**config.mk**
```make
export PLATFORM = sky130hd
export DESIGN_NAME = adc_trigger_gen
export DESIGN_NICKNAME = d
export VERILOG_FILES = /design/src/rtl/adc_trigger_gen.sv
export SDC_FILE = /design/constraint.sdc
export NUM_CORES = 1
export LEC_CHECK = 0
export ABC_AREA = 0
export BUFFER_PORTS_ARGS = -buffer_cell sky130_fd_sc_hd__buf_2
export CORE_MARGIN = 8
export CORE_UTILIZATION = 59
export CTS_CLUSTER_SIZE = 8
export DETAILED_ROUTE_END_ITERATION = 10
export GPL_ROUTABILITY_DRIVEN = 0
export PLACE_DENSITY = 0.8
export SETUP_SLACK_MARGIN = 0.3
export SLEW_MARGIN = 20
export SYNTH_ARGS = -nofsm -noshare
export SYNTH_HDL_FRONTEND = slang
export SYNTH_SLANG_ARGS = --single-unit
```
**constraint.sdc**
```tcl
create_clock -name clk -period 5.2 [get_ports clk]
set_input_delay 0.52 -clock clk [delete_from_list [all_inputs] [get_ports clk]]
set_output_delay 0.52 -clock clk [all_outputs]
set_load 0.01 [all_outputs]
```
**src/rtl/adc_trigger_gen.sv**
```systemverilog
// adc_trigger_gen: ADC conversion trigger source with continuous, burst and
// externally phase-aligned operation. One registered trigger pulse per period,
// a one-cycle done pulse after a burst, and a saturating trigger counter.
module adc_trigger_gen #(
    parameter int CNT_WIDTH   = 32,
    parameter int BURST_WIDTH = 16
) (
    input  logic                   clk,
    input  logic                   resetn,
    input  logic                   enable,
    input  logic [1:0]             mode,
    input  logic [CNT_WIDTH-1:0]   divider,
    input  logic [BURST_WIDTH-1:0] burst_len,
    input  logic                   start,
    input  logic                   ext_sync,
    output logic                   trigger,
    output logic                   busy,
    output logic                   done,
    output logic [BURST_WIDTH-1:0] trig_count
);

    typedef enum logic [1:0] {
        ST_IDLE = 2'd0,
        ST_RUN  = 2'd1,
        ST_DONE = 2'd2
    } state_t;

    localparam logic [1:0]             MODE_CONT  = 2'd0;
    localparam logic [1:0]             MODE_BURST = 2'd1;
    localparam logic [1:0]             MODE_EXT   = 2'd2;
    localparam logic [CNT_WIDTH-1:0]   ONE_C      = 1;
    localparam logic [BURST_WIDTH-1:0] ONE_B      = 1;
    localparam logic [BURST_WIDTH-1:0] COUNT_MAX  = '1;

    state_t                 state_q, state_d;
    logic [CNT_WIDTH-1:0]   cnt_q;
    logic [CNT_WIDTH-1:0]   div_q;
    logic [BURST_WIDTH-1:0] len_q;
    logic [1:0]             mode_q;      // mode frozen for the whole run
    logic [2:0]             sync_pipe;   // [0],[1] synchroniser, [2] edge-detect history

    logic start_ok;    // conditions to leave IDLE are met this cycle
    logic ext_rise;    // rising edge on the synchronised ext_sync
    logic nat_wrap;    // counter reached the end of its period
    logic wrap;        // natural or forced period boundary
    logic last_trig;   // the trigger about to fire completes the burst
    logic enter;       // leaving IDLE: latch configuration, clear counters
    logic fire;        // issue a trigger on this edge
    logic done_d;

    assign start_ok  = enable && (divider != '0) &&
                       ((mode == MODE_CONT) || (mode == MODE_EXT) ||
                        ((mode == MODE_BURST) && start));
    assign ext_rise  = sync_pipe[1] & ~sync_pipe[2];
    assign nat_wrap  = (cnt_q == div_q - ONE_C);
    assign wrap      = nat_wrap || ((mode_q == MODE_EXT) && ext_rise);
    // Bursts never exceed COUNT_MAX triggers, so the non-saturated increment
    // is exact whenever this comparison matters.
    assign last_trig = ((trig_count + ONE_B) == len_q);
    assign busy      = (state_q == ST_RUN);

    // Two-flop synchroniser for ext_sync plus one delayed copy for edge detect.
    always_ff @(posedge clk or negedge resetn) begin
        if (!resetn) begin
            sync_pipe <= '0;
        end else begin
            sync_pipe <= {sync_pipe[1:0], ext_sync};
        end
    end

    // State register.
    always_ff @(posedge clk or negedge resetn) begin
        if (!resetn) begin
            state_q <= ST_IDLE;
        end else begin
            state_q <= state_d;
        end
    end

    // Next-state and control decode; enable low always falls back to IDLE.
    always_comb begin
        state_d = state_q;
        enter   = 1'b0;
        fire    = 1'b0;
        done_d  = 1'b0;
        case (state_q)
            ST_IDLE: begin
                if (start_ok) begin
                    enter = 1'b1;
                    // An empty burst completes immediately with no trigger.
                    if ((mode == MODE_BURST) && (burst_len == '0)) begin
                        state_d = ST_DONE;
                    end else begin
                        state_d = ST_RUN;
                    end
                end
            end
            ST_RUN: begin
                if (!enable) begin
                    state_d = ST_IDLE;
                end else if (wrap) begin
                    fire = 1'b1;
                    if (mode_q == MODE_BURST) begin
                        if (last_trig) begin
                            state_d = ST_DONE;
                        end
                    end else if (divider == '0) begin
                        // Period reload of zero stops the run; this trigger still goes out.
                        state_d = ST_IDLE;
                    end
                end
            end
            ST_DONE: begin
                state_d = ST_IDLE;
                done_d  = enable;
            end
            default: begin
                state_d = ST_IDLE;
            end
        endcase
    end

    // Period counter, latched configuration and registered outputs.
    always_ff @(posedge clk or negedge resetn) begin
        if (!resetn) begin
            cnt_q      <= '0;
            div_q      <= '0;
            len_q      <= '0;
            mode_q     <= MODE_CONT;
            trig_count <= '0;
            trigger    <= 1'b0;
            done       <= 1'b0;
        end else begin
            trigger <= fire;
            done    <= done_d;
            if (enter) begin
                div_q      <= divider;
                len_q      <= burst_len;
                mode_q     <= mode;
                cnt_q      <= '0;
                trig_count <= '0;
            end else if ((state_q == ST_RUN) && enable) begin
                if (fire) begin
                    cnt_q <= '0;
                    if (trig_count != COUNT_MAX) begin
                        trig_count <= trig_count + ONE_B;
                    end
                    // Continuous/ext runs pick up a new period only at a boundary.
                    if (mode_q != MODE_BURST) begin
                        div_q <= divider;
                    end
                end else begin
                    cnt_q <= cnt_q + ONE_C;
                end
            end else begin
                cnt_q <= '0;
            end
        end
    end

endmodule

```
Yosys cells after proc, flatten, opt, wreduce, memory -nomap -nowiden
Index checks and enable logic that the tools add are counted.

storage, ports and cells
  output and inout bits = 19
  bits of input ports = 55
  logic and storage cells = 74
  register bits = 105

cells by class
  bitwise logic cells = 2
  reductions and logical operators = 21
  multiplexer cells = 25
  equal/unequal tests = 14
  $add $sub $neg = 3

operators by type and width
  cell                                                                    count
  32-bit two-way mux                                                      7
  16-bit two-way mux                                                      4
  32-bit by 1-bit adder with 32-bit output (second input constant)        1
  32-bit equality test                                                    1
  32-bit zero test                                                        1
  32-bit nonzero test                                                     1
  32-bit by 1-bit subtractor with 32-bit output (second input constant)   1
  16-bit by 1-bit adder with 16-bit output (second input constant)        1
  16-bit equality test                                                    1
  16-bit zero test                                                        1
  16-bit != test (second input constant)                                  1
  2-bit two-way mux                                                       7
  2-bit nonzero test                                                      4
  2-bit by 1-bit equality test with 1-bit output (second input constant)  3
  2-bit equality test (second input constant)                             3
  1-bit logical AND                                                       6
  1-bit two-way mux                                                       6
  3-bit AND reduction                                                     2
  2-bit zero test                                                         2
  4-bit by 2-bit != test with 1-bit output (second input constant)        1
  4-bit != test (second input constant)                                   1
  2-bit case mux with 2 select lines                                      1
  4-bit AND reduction                                                     1
  1-bit logical OR                                                        3
  5 further kinds                                                         5

Longest topological paths before layout
Gate-level depths: netlist (run 1).

  depth after elaboration = 10
  mapped depth = 12
  gate-level depth less buffers = 11

Worst setup path before layout (run 1)
OpenSTA, ideal clock, no wires.

  path type = reg2reg
  start point = register div_q[0]
  end point = register div_q[12]
  path buffers = 2
  clock period less this slack = 3.666 ns
  stages on the path, launching flop included = 12
  library setup time = 0.125 ns
  slack = 1.534 ns
  data required time = 5.075 ns
  arrival = 3.541 ns
  cell sequence = dfrtp_1 -> or3_1 -> clkbuf_2 -> or4_1 -> a211oi_2 -> nor2_1 -> or3_1 -> or4_1 -> o21a_1 -> o31ai_4 -> buf_6 -> mux2_4

on the way
  cells in the longest elaborated chain, start to end = 8

RTL lines
  item                                           line  RTL
  from (decl)                                    37    logic [CNT_WIDTH-1:0] div_q;
  from (signal assigned)                         137   div_q <= divider;
  from (signal assigned)                         150   div_q <= divider;
  32-bit by 1-bit subtractor with 32-bit output  55    assign nat_wrap = (cnt_q == div_q - ONE_C);
  32-bit equality test                           55
  1-bit logical OR                               56    assign wrap = nat_wrap || ((mode_q == MODE_EXT) && ext_rise);
  1-bit two-way mux                              101   end else if (wrap) begin
  1-bit two-way mux                              99    if (!enable) begin
  1-bit two-way mux                              86    case (state_q)
  2-bit nonzero test (no line)                   -
  3-bit AND reduction (no line)                  -

Every way passes these cells.
A chain may end at the register's enable or synchronous reset.

Worst setup path after layout (run 1)
  start point = register div_q[0]
  end point = register div_q[1]

Same word-level chain as after synthesis.

==> impl_metrics.env, run 1 <==
export IMPL_grt_usage_pct=22.8
export IMPL_num_antenna_cells=0
export IMPL_cp_arrival_ns=4.41
export IMPL_nNetsFinal=796
export IMPL_syn_area_um2=6410
export IMPL_crit_required_ns=5.48
export IMPL_cp_start_kind="register"
export IMPL_cts_hold_buf=0
export IMPL_grt_max_degree=66
export IMPL_grt_pass1_wl_mm=26.8
export IMPL_synth_seq_cells=105
export IMPL_period_share_pct=79.4
export IMPL_synthMuxAreaShare_pct=10.3
export IMPL_die_area_um2=14500
export IMPL_end_kind="register"
export IMPL_synth_most_common_cell="dfrtp_1"
export IMPL_skew_ns=0.0117
export IMPL_setup_ws_ns=1.07
export IMPL_area_growth_pct=11.1
export IMPL_synth_fa_ha_area_share_pct=0.585
export IMPL_num_io_pins=74
export IMPL_clk_latency_ns=0.39
export IMPL_cts_sinks=105
export IMPL_yosys_warnings=0
export IMPL_cts_buffers=9
export IMPL_overflow=0
export IMPL_synth_xor_xnor_area_share_pct=11.5
export IMPL_stdcell_area_um2=7120
export IMPL_synth_cells=670
export IMPL_clkTransAtPathRegs_ns=0.10
export IMPL_worst_path_buf_inv=2
export IMPL_drtIter0Drc=384
export IMPL_place_area_um2=6890
export IMPL_vias=5544
export IMPL_ir_drop_mv=0.255
export IMPL_hp_class="in2async"
export IMPL_setup_violations=0
export IMPL_wirelength_mm=16.2
export IMPL_grt_pass1_vias=5431
export IMPL_critPathSlowestCell="or4_1"
export IMPL_die_x_um=120
export IMPL_port_buffer_count=73
export IMPL_path_class="reg2reg"
export IMPL_htree_levels=3
export IMPL_slowest_delay_ns=0.53
export IMPL_viasPerCell=6.28
export IMPL_post_cts_buffers=0
export IMPL_worstPathMaxFanout=17
export IMPL_synth_top_family_by_area="simple AND/OR/NAND/NOR gates"
export IMPL_drv_cap=0
export IMPL_rows=38
export IMPL_drtAntennaViolNets=0
export IMPL_synth_edf_count=0
export IMPL_hpwl_mm=12.3
export IMPL_ys_seq_area_share_pct=41.0
export IMPL_p_leak_nw=2.98
export IMPL_cts_resized=0
export IMPL_worst_slew_pin_slew_ns=0.769
export IMPL_cp_top_family="simple AND/OR/NAND/NOR gates"
export IMPL_period_needed_ns=4.13
export IMPL_layout_drive_gt1_share_pct=20.2
export IMPL_synthArstFlopShare_pct=100
export IMPL_synth_compound_area_share_pct=10.6
export IMPL_syn_nets=728
export IMPL_rsz0062_at_grt="no"
export IMPL_cts_root_buf="clkbuf_8"
export IMPL_finalHoldViolCount=0
export IMPL_relSlewSlack_pct=47.4
export IMPL_first_pass_iters=5
export IMPL_syn_area_per_cell_um2=9.57
export IMPL_synth_area_leaders="dfrtp_1 41%, xnor2_1 6.6%, xor2_1 4.9%, mux2_4 4.7%, mux2_2 4.4%"
export IMPL_drc=0
export IMPL_synth_top_area_share_pct=41.0
export IMPL_fp_coreArea_um2=10700
export IMPL_antenna_found_initial=0
export IMPL_pre_cts_ws_ns=1.12
export IMPL_yosysTopAreaCell="dfrtp_1"
export IMPL_status="finished, final reports clean"
export IMPL_cts_buffer_depth=2
export IMPL_crit_chain="inv_1, ha_1, nor4b_2, nand4_2, o41ai_1, and2_1, nand4_1, or4_1, o21a_1, o31ai_4, buf_4, mux2_2"
export IMPL_die_h_um=120
export IMPL_netlist_top_cells_count="105 x dfrtp_1, 67 x nor2_1, 48 x xnor2_1"
export IMPL_final_setup_tns_ns=0
export IMPL_initial_core_util_pct=59.7
export IMPL_fmax_mhz=242
export IMPL_synth_distinct_cells=62
export IMPL_slew_viol_final=0
export IMPL_cts_tree="yes"
export IMPL_yosys_area_share_simple_pct=23.2
export IMPL_p_per_area_nw_per_um2=432
export IMPL_routedWlPerCell_um=18.4
export IMPL_synth_ff_type="dfrtp_1"
## worst reg2reg max path, stage by stage, from the launching register on
cell and delay [ns]:
dfrtp_1 0.45, inv_1 0.08, ha_1 0.19, nor4b_2 0.50, nand4_2 0.37, o41ai_1 0.47
and2_1 0.18, nand4_1 0.08, or4_1 0.53, o21a_1 0.25, o31ai_4 0.23, buf_4 0.30
mux2_2 0.38
## where the power goes
part           internal [mW]  switching, mW
Sequential              1.03          0.323
Clock                  0.288          0.293
Combinational          0.586          0.558
Total                   1.90           1.17
## path summary, 6_finish.rpt
path,start,endpoint,slack (ns),cells after the start
min reg2reg,sync_pipe[0],sync_pipe[1],0.37,0
min,resetn,cnt_q[31],0.1,1
max,div_q[0],div_q[1],1.07,12
max reg2reg,div_q[0],div_q[1],1.07,12
max in group asynchronous,resetn,div_q[1],3.91,2
min in group clk,ext_sync,sync_pipe[0],0.23,1
## kinds of logic after synthesis
group | count (synthesis)
xor+xnor | 84
compound gates | 105
mux | 52
fa+ha+maj | 3
flops | 105
simple gates | 278
buf+inv | 43
## layer usage
metal / GRT usage [%] / vias up / wire [um]
li1: - / 2562 / -
met1: 29.5 / 2709 / 6940
met2: 36.3 / 240 / 7770
met3: 5.27 / 33 / 1130
met4: 9.52 / 0 / 371
met5: 0 / - / 0
## placed cells by master (no fill, tap or decap), drive strengths merged, types with 2 or more instances in the layout
| cell type | n |
|---|---|
| nor4 | 21 |
| mux2 | 50 |
| or3 | 16 |
| and3 | 19 |
| clkbuf | 11 |
| inv | 23 |
| nand3b | 5 |
| o211ai | 5 |
| nor2b | 8 |
| o31ai | 4 |
| or4b | 4 |
| nor2 | 67 |
| nand3 | 27 |
| a21oi | 19 |
| o21a | 2 |
| o22ai | 2 |
| a311oi | 2 |
| o21ai | 44 |
| or4 | 8 |
| buf | 79 |
| a211oi | 2 |
| nor3 | 22 |
| ha | 3 |
| xnor2 | 48 |
| xor2 | 36 |
| bufinv | 2 |
| dfrtp | 105 |
| a31oi | 3 |
| nand2 | 36 |
| mux2i | 2 |
| nand2b | 6 |
| a211o | 6 |
| and4 | 5 |
| nand4 | 20 |
| a2111o | 2 |
| and2 | 8 |
## sequential cells by signal (all words and copies together), names as in the netlist
signal,count
cnt_q,32
div_q,32
len_q,16
trig_count,16
sync_pipe,3
mode_q,2
state_q,2
done,1
trigger,1
## cell type report
type / count / area (um^2)
Clock inverter: 5 / 85.1
Inverter: 21 / 78.8
Sequential cell: 105 / 2630
Multi-Input combinational cell: 522 / 3600
Tap cell: 140 / 175
Timing Repair Buffer: 79 / 413
Fill cell: 887 / 3620
Clock buffer: 11 / 141
## through the flow
stage	cells	hold slack, ns	total power [mW]	util [%]
2_1_floorplan	670	0.224	2.16	-
3_3_place_gp	867	0.344	2.42	64.1
3_5_place_dp	867	0.342	2.49	64.1
4_1_cts	883	0.0952	3.06	66.2
5_1_grt	883	0.116	3.25	66.3
6_report	883	0.0973	3.08	66.3
Note: power is estimated with default switching activity, not from simulation.
==> inputs of run 2 (changes only) <==
Settings changed: ABC_AREA 0 to 1, CORE_UTILIZATION 59 to 60, PLACE_DENSITY 0.8 to 0.81.
Clock period 5.2 ns to 3.8 ns, I/O delays scaled along.
==> run 2 against run 1 <==
  * Die area increased by 2.9%
  * Final cell count increased by 32%
  * Clock power rose by 41%
  * Synthesized cell count is 43% higher
  * Worst hold slack got worse by 0.081 ns
  * Sequential cell count unchanged
  * Critical endpoint is now div_q[0]
  * Combinational power grew 43%
  * Maximum frequency is 32% higher
  * Power rose by 35%
==> impl_metrics.env, run 2 <==
export IMPL_crit_required_ns=4.13
export IMPL_syn_area_um2=6740
export IMPL_synthArstFlopShare_pct=100
export IMPL_multi_input_area_um2=3630
export IMPL_routedWlPerCell_um=15.0
export IMPL_yosys_warnings=0
export IMPL_syn_area_per_cell_um2=7.05
export IMPL_combPwrFrac_pct=39.1
export IMPL_cts_resized=0
export IMPL_cts_tree="yes"
export IMPL_synth_edf_count=0
export IMPL_clk_latency_ns=0.40
export IMPL_die_x_um=122
export IMPL_synth_area_leaders="dfrtp_1 39%, nand2_1 16%, nand3_1 7.6%, nor2_1 7.6%, xor2_1 5.2%"
export IMPL_worstPathMaxFanout=32
export IMPL_final_setup_tns_ns=0
export IMPL_p_per_area_nw_per_um2=558
export IMPL_stdcell_area_um2=7450
export IMPL_grt_pass1_vias=5888
export IMPL_initial_core_util_pct=61.9
export IMPL_wirelength_mm=17.6
export IMPL_port_buffer_count=73
export IMPL_worst_slew_pin_slew_ns=0.678
export IMPL_clkTransAtPathRegs_ns=0.11
export IMPL_synth_cells=956
export IMPL_path_class="reg2reg"
export IMPL_switching_share_pct=42.1
export IMPL_synth_top_area_share_pct=39.0
export IMPL_critPathLaunch="div_q[0]"
export IMPL_first_pass_iters=5
export IMPL_ir_drop_mv=0.438
export IMPL_rsz0062_at_grt="no"
export IMPL_finalHoldViolCount=0
export IMPL_layout_drive_gt1_share_pct=11.8
export IMPL_place_area_um2=7210
export IMPL_fillers=955
export IMPL_viasPerCell=5.49
export IMPL_rr_startpoint="div_q[0]"
export IMPL_crit_path_end="div_q[0]"
export IMPL_grt_util_met2_pct=37.6
export IMPL_synth_seq_cells=105
export IMPL_use_met1_pct=32.7
export IMPL_num_io_pins=74
export IMPL_p_leak_nw=3.65
export IMPL_grt_usage_pct=24.5
export IMPL_rows=38
export IMPL_synth_most_common_cell="nand2_1"
export IMPL_pre_cts_ws_ns=0.746
export IMPL_reg2reg_depth=15
export IMPL_relSlewSlack_pct=54.8
export IMPL_cts_buffer_depth=2
export IMPL_slew_viol_final=0
export IMPL_worstReg2RegEnd="div_q[0]"
export IMPL_setup_violations=0
export IMPL_final_cell_mix="293 x nand2_1, 136 x nor2_1, 105 x dfrtp_1, 101 x nand3_1, 90 x inv_1"
export IMPL_cts_sinks=105
export IMPL_cp_arrival_ns=3.47
export IMPL_overflow=0
export IMPL_hpwl_mm=13.4
export IMPL_dp_cells=1151
export IMPL_cts_buffers=9
export IMPL_drtIter0Drc=665
export IMPL_ff_latch_area_um2=2630
export IMPL_end_kind="register"
export IMPL_final_util_pct=68.4
export IMPL_synth_ff_type="dfrtp_1"
export IMPL_skew_ns=0.0167
export IMPL_rrSetupSlack_ns=0.66
export IMPL_period_share_pct=82.6
export IMPL_drtAntennaViolNets=0
export IMPL_power_switching_mw=1.75
export IMPL_die_h_um=122
export IMPL_status="finished, final reports clean"
export IMPL_intPower_mw=2.41
export IMPL_layout_commonest_cell="nand2_1"
export IMPL_synth_distinct_cells=37
export IMPL_drc=0
export IMPL_holdWs_ns=0.0167
export IMPL_cts_hold_buf=0
export IMPL_netlist_top_cells_count="293 x nand2_1, 136 x nor2_1, 105 x dfrtp_1"
export IMPL_hp_class="in2async"
export IMPL_fmax_mhz=319
export IMPL_syn_nets=1014
export IMPL_period_needed_ns=3.14
export IMPL_fp_coreArea_um2=10900
export IMPL_grt_use_met3_pct=6.62
export IMPL_drv_cap=0
export IMPL_yosysTopAreaCell="dfrtp_1"
export IMPL_finalPower_mw=4.16
export IMPL_fin_cells=1169
export IMPL_cts_root_buf="clkbuf_8"
export IMPL_grt_max_degree=56
export IMPL_grt_pass1_wl_mm=29.1
export IMPL_top_usage_layer="met2"
export IMPL_post_cts_buffers=0
export IMPL_ys_seq_area_share_pct=39.0
export IMPL_cp_start_kind="register"
export IMPL_pwr_share_clk_pct=19.7
export IMPL_antenna_found_initial=2
export IMPL_seq_power_share_pct=41.2
export IMPL_nNetsFinal=1080
export IMPL_area_growth_pct=10.5
export IMPL_die_area_um2=14900
export IMPL_setup_ws_ns=0.661
export IMPL_htree_levels=3
export IMPL_top_regs="cnt_q: 32 flops, div_q: 32 flops"
export IMPL_vias=6419
==> run 2: power by group through the flow <==
stage,clock [mW],sequential [mW],combinational (mW)
finish,0.821,1.71,1.63
global route,0.881,1.75,1.84
CTS,0.835,1.71,1.61
detailed placement,0,1.73,1.60
global placement,0,1.73,1.56
floorplan,0,1.64,1.27
==> run 2: layout make-up <==
class                      instances  area share [%]
antenna                            2          0.0672
clock buffer                      10            1.85
clock inverter                     6            1.31
inverter                          94            4.74
multi-input combinational        734            48.8
sequential                       105            35.3
tap                              140            2.35
timing repair buffer              78            5.61
==> run 2: how the worst min path moves through the flow <==
stage                      start             to  cells past startpoint
finish                    resetn  trig_count[9]                      1
global route            ext_sync   sync_pipe[0]                      1
CTS                       resetn      len_q[11]                      1
detailed placement  sync_pipe[0]   sync_pipe[1]                      0
global placement    sync_pipe[0]   sync_pipe[1]                      0
floorplan                 resetn       cnt_q[0]                      0
==> run 2: logic make-up (layout without fill, tap and decap cells) <==
| logic type | after synthesis | after routing | synth area share (%) |
|---|---|---|---|
| AO/OA/AOI/OAI | 40 | 40 | 3.49 |
| XOR/XNOR | 63 | 63 | 8.59 |
| adder cells (fa/ha/maj) | 3 | 3 | 0.557 |
| buffers and inverters | 117 | 188 | 7.17 |
| flip-flops | 105 | 105 | 39.0 |
| other | 0 | 2 | 0 |
| AND/OR/NAND/NOR | 628 | 628 | 41.2 |
==> run 2: critical path, stage by stage, from the launching register on <==
cell and delay [ns]:
dfrtp_1 0.45, inv_2 0.08, ha_1 0.19, nand2_2 0.11, nor2_2 0.44, nand2_1 0.19
nor2_1 0.21, xnor2_1 0.14, nand3_1 0.13, nor2_2 0.11, nand3_2 0.15, nand2_2 0.14
nand3_4 0.19, nand2_4 0.35, nand2_1 0.11, nand2_1 0.07
==> run 2: layer usage <==
layer	wire, um	up-vias	part of all wire, %
met4	450	0	2.6
met2	8060	229	46
li1	-	3195	-
met1	7810	2955	44
met5	0	-	0
met3	1250	40	7.1
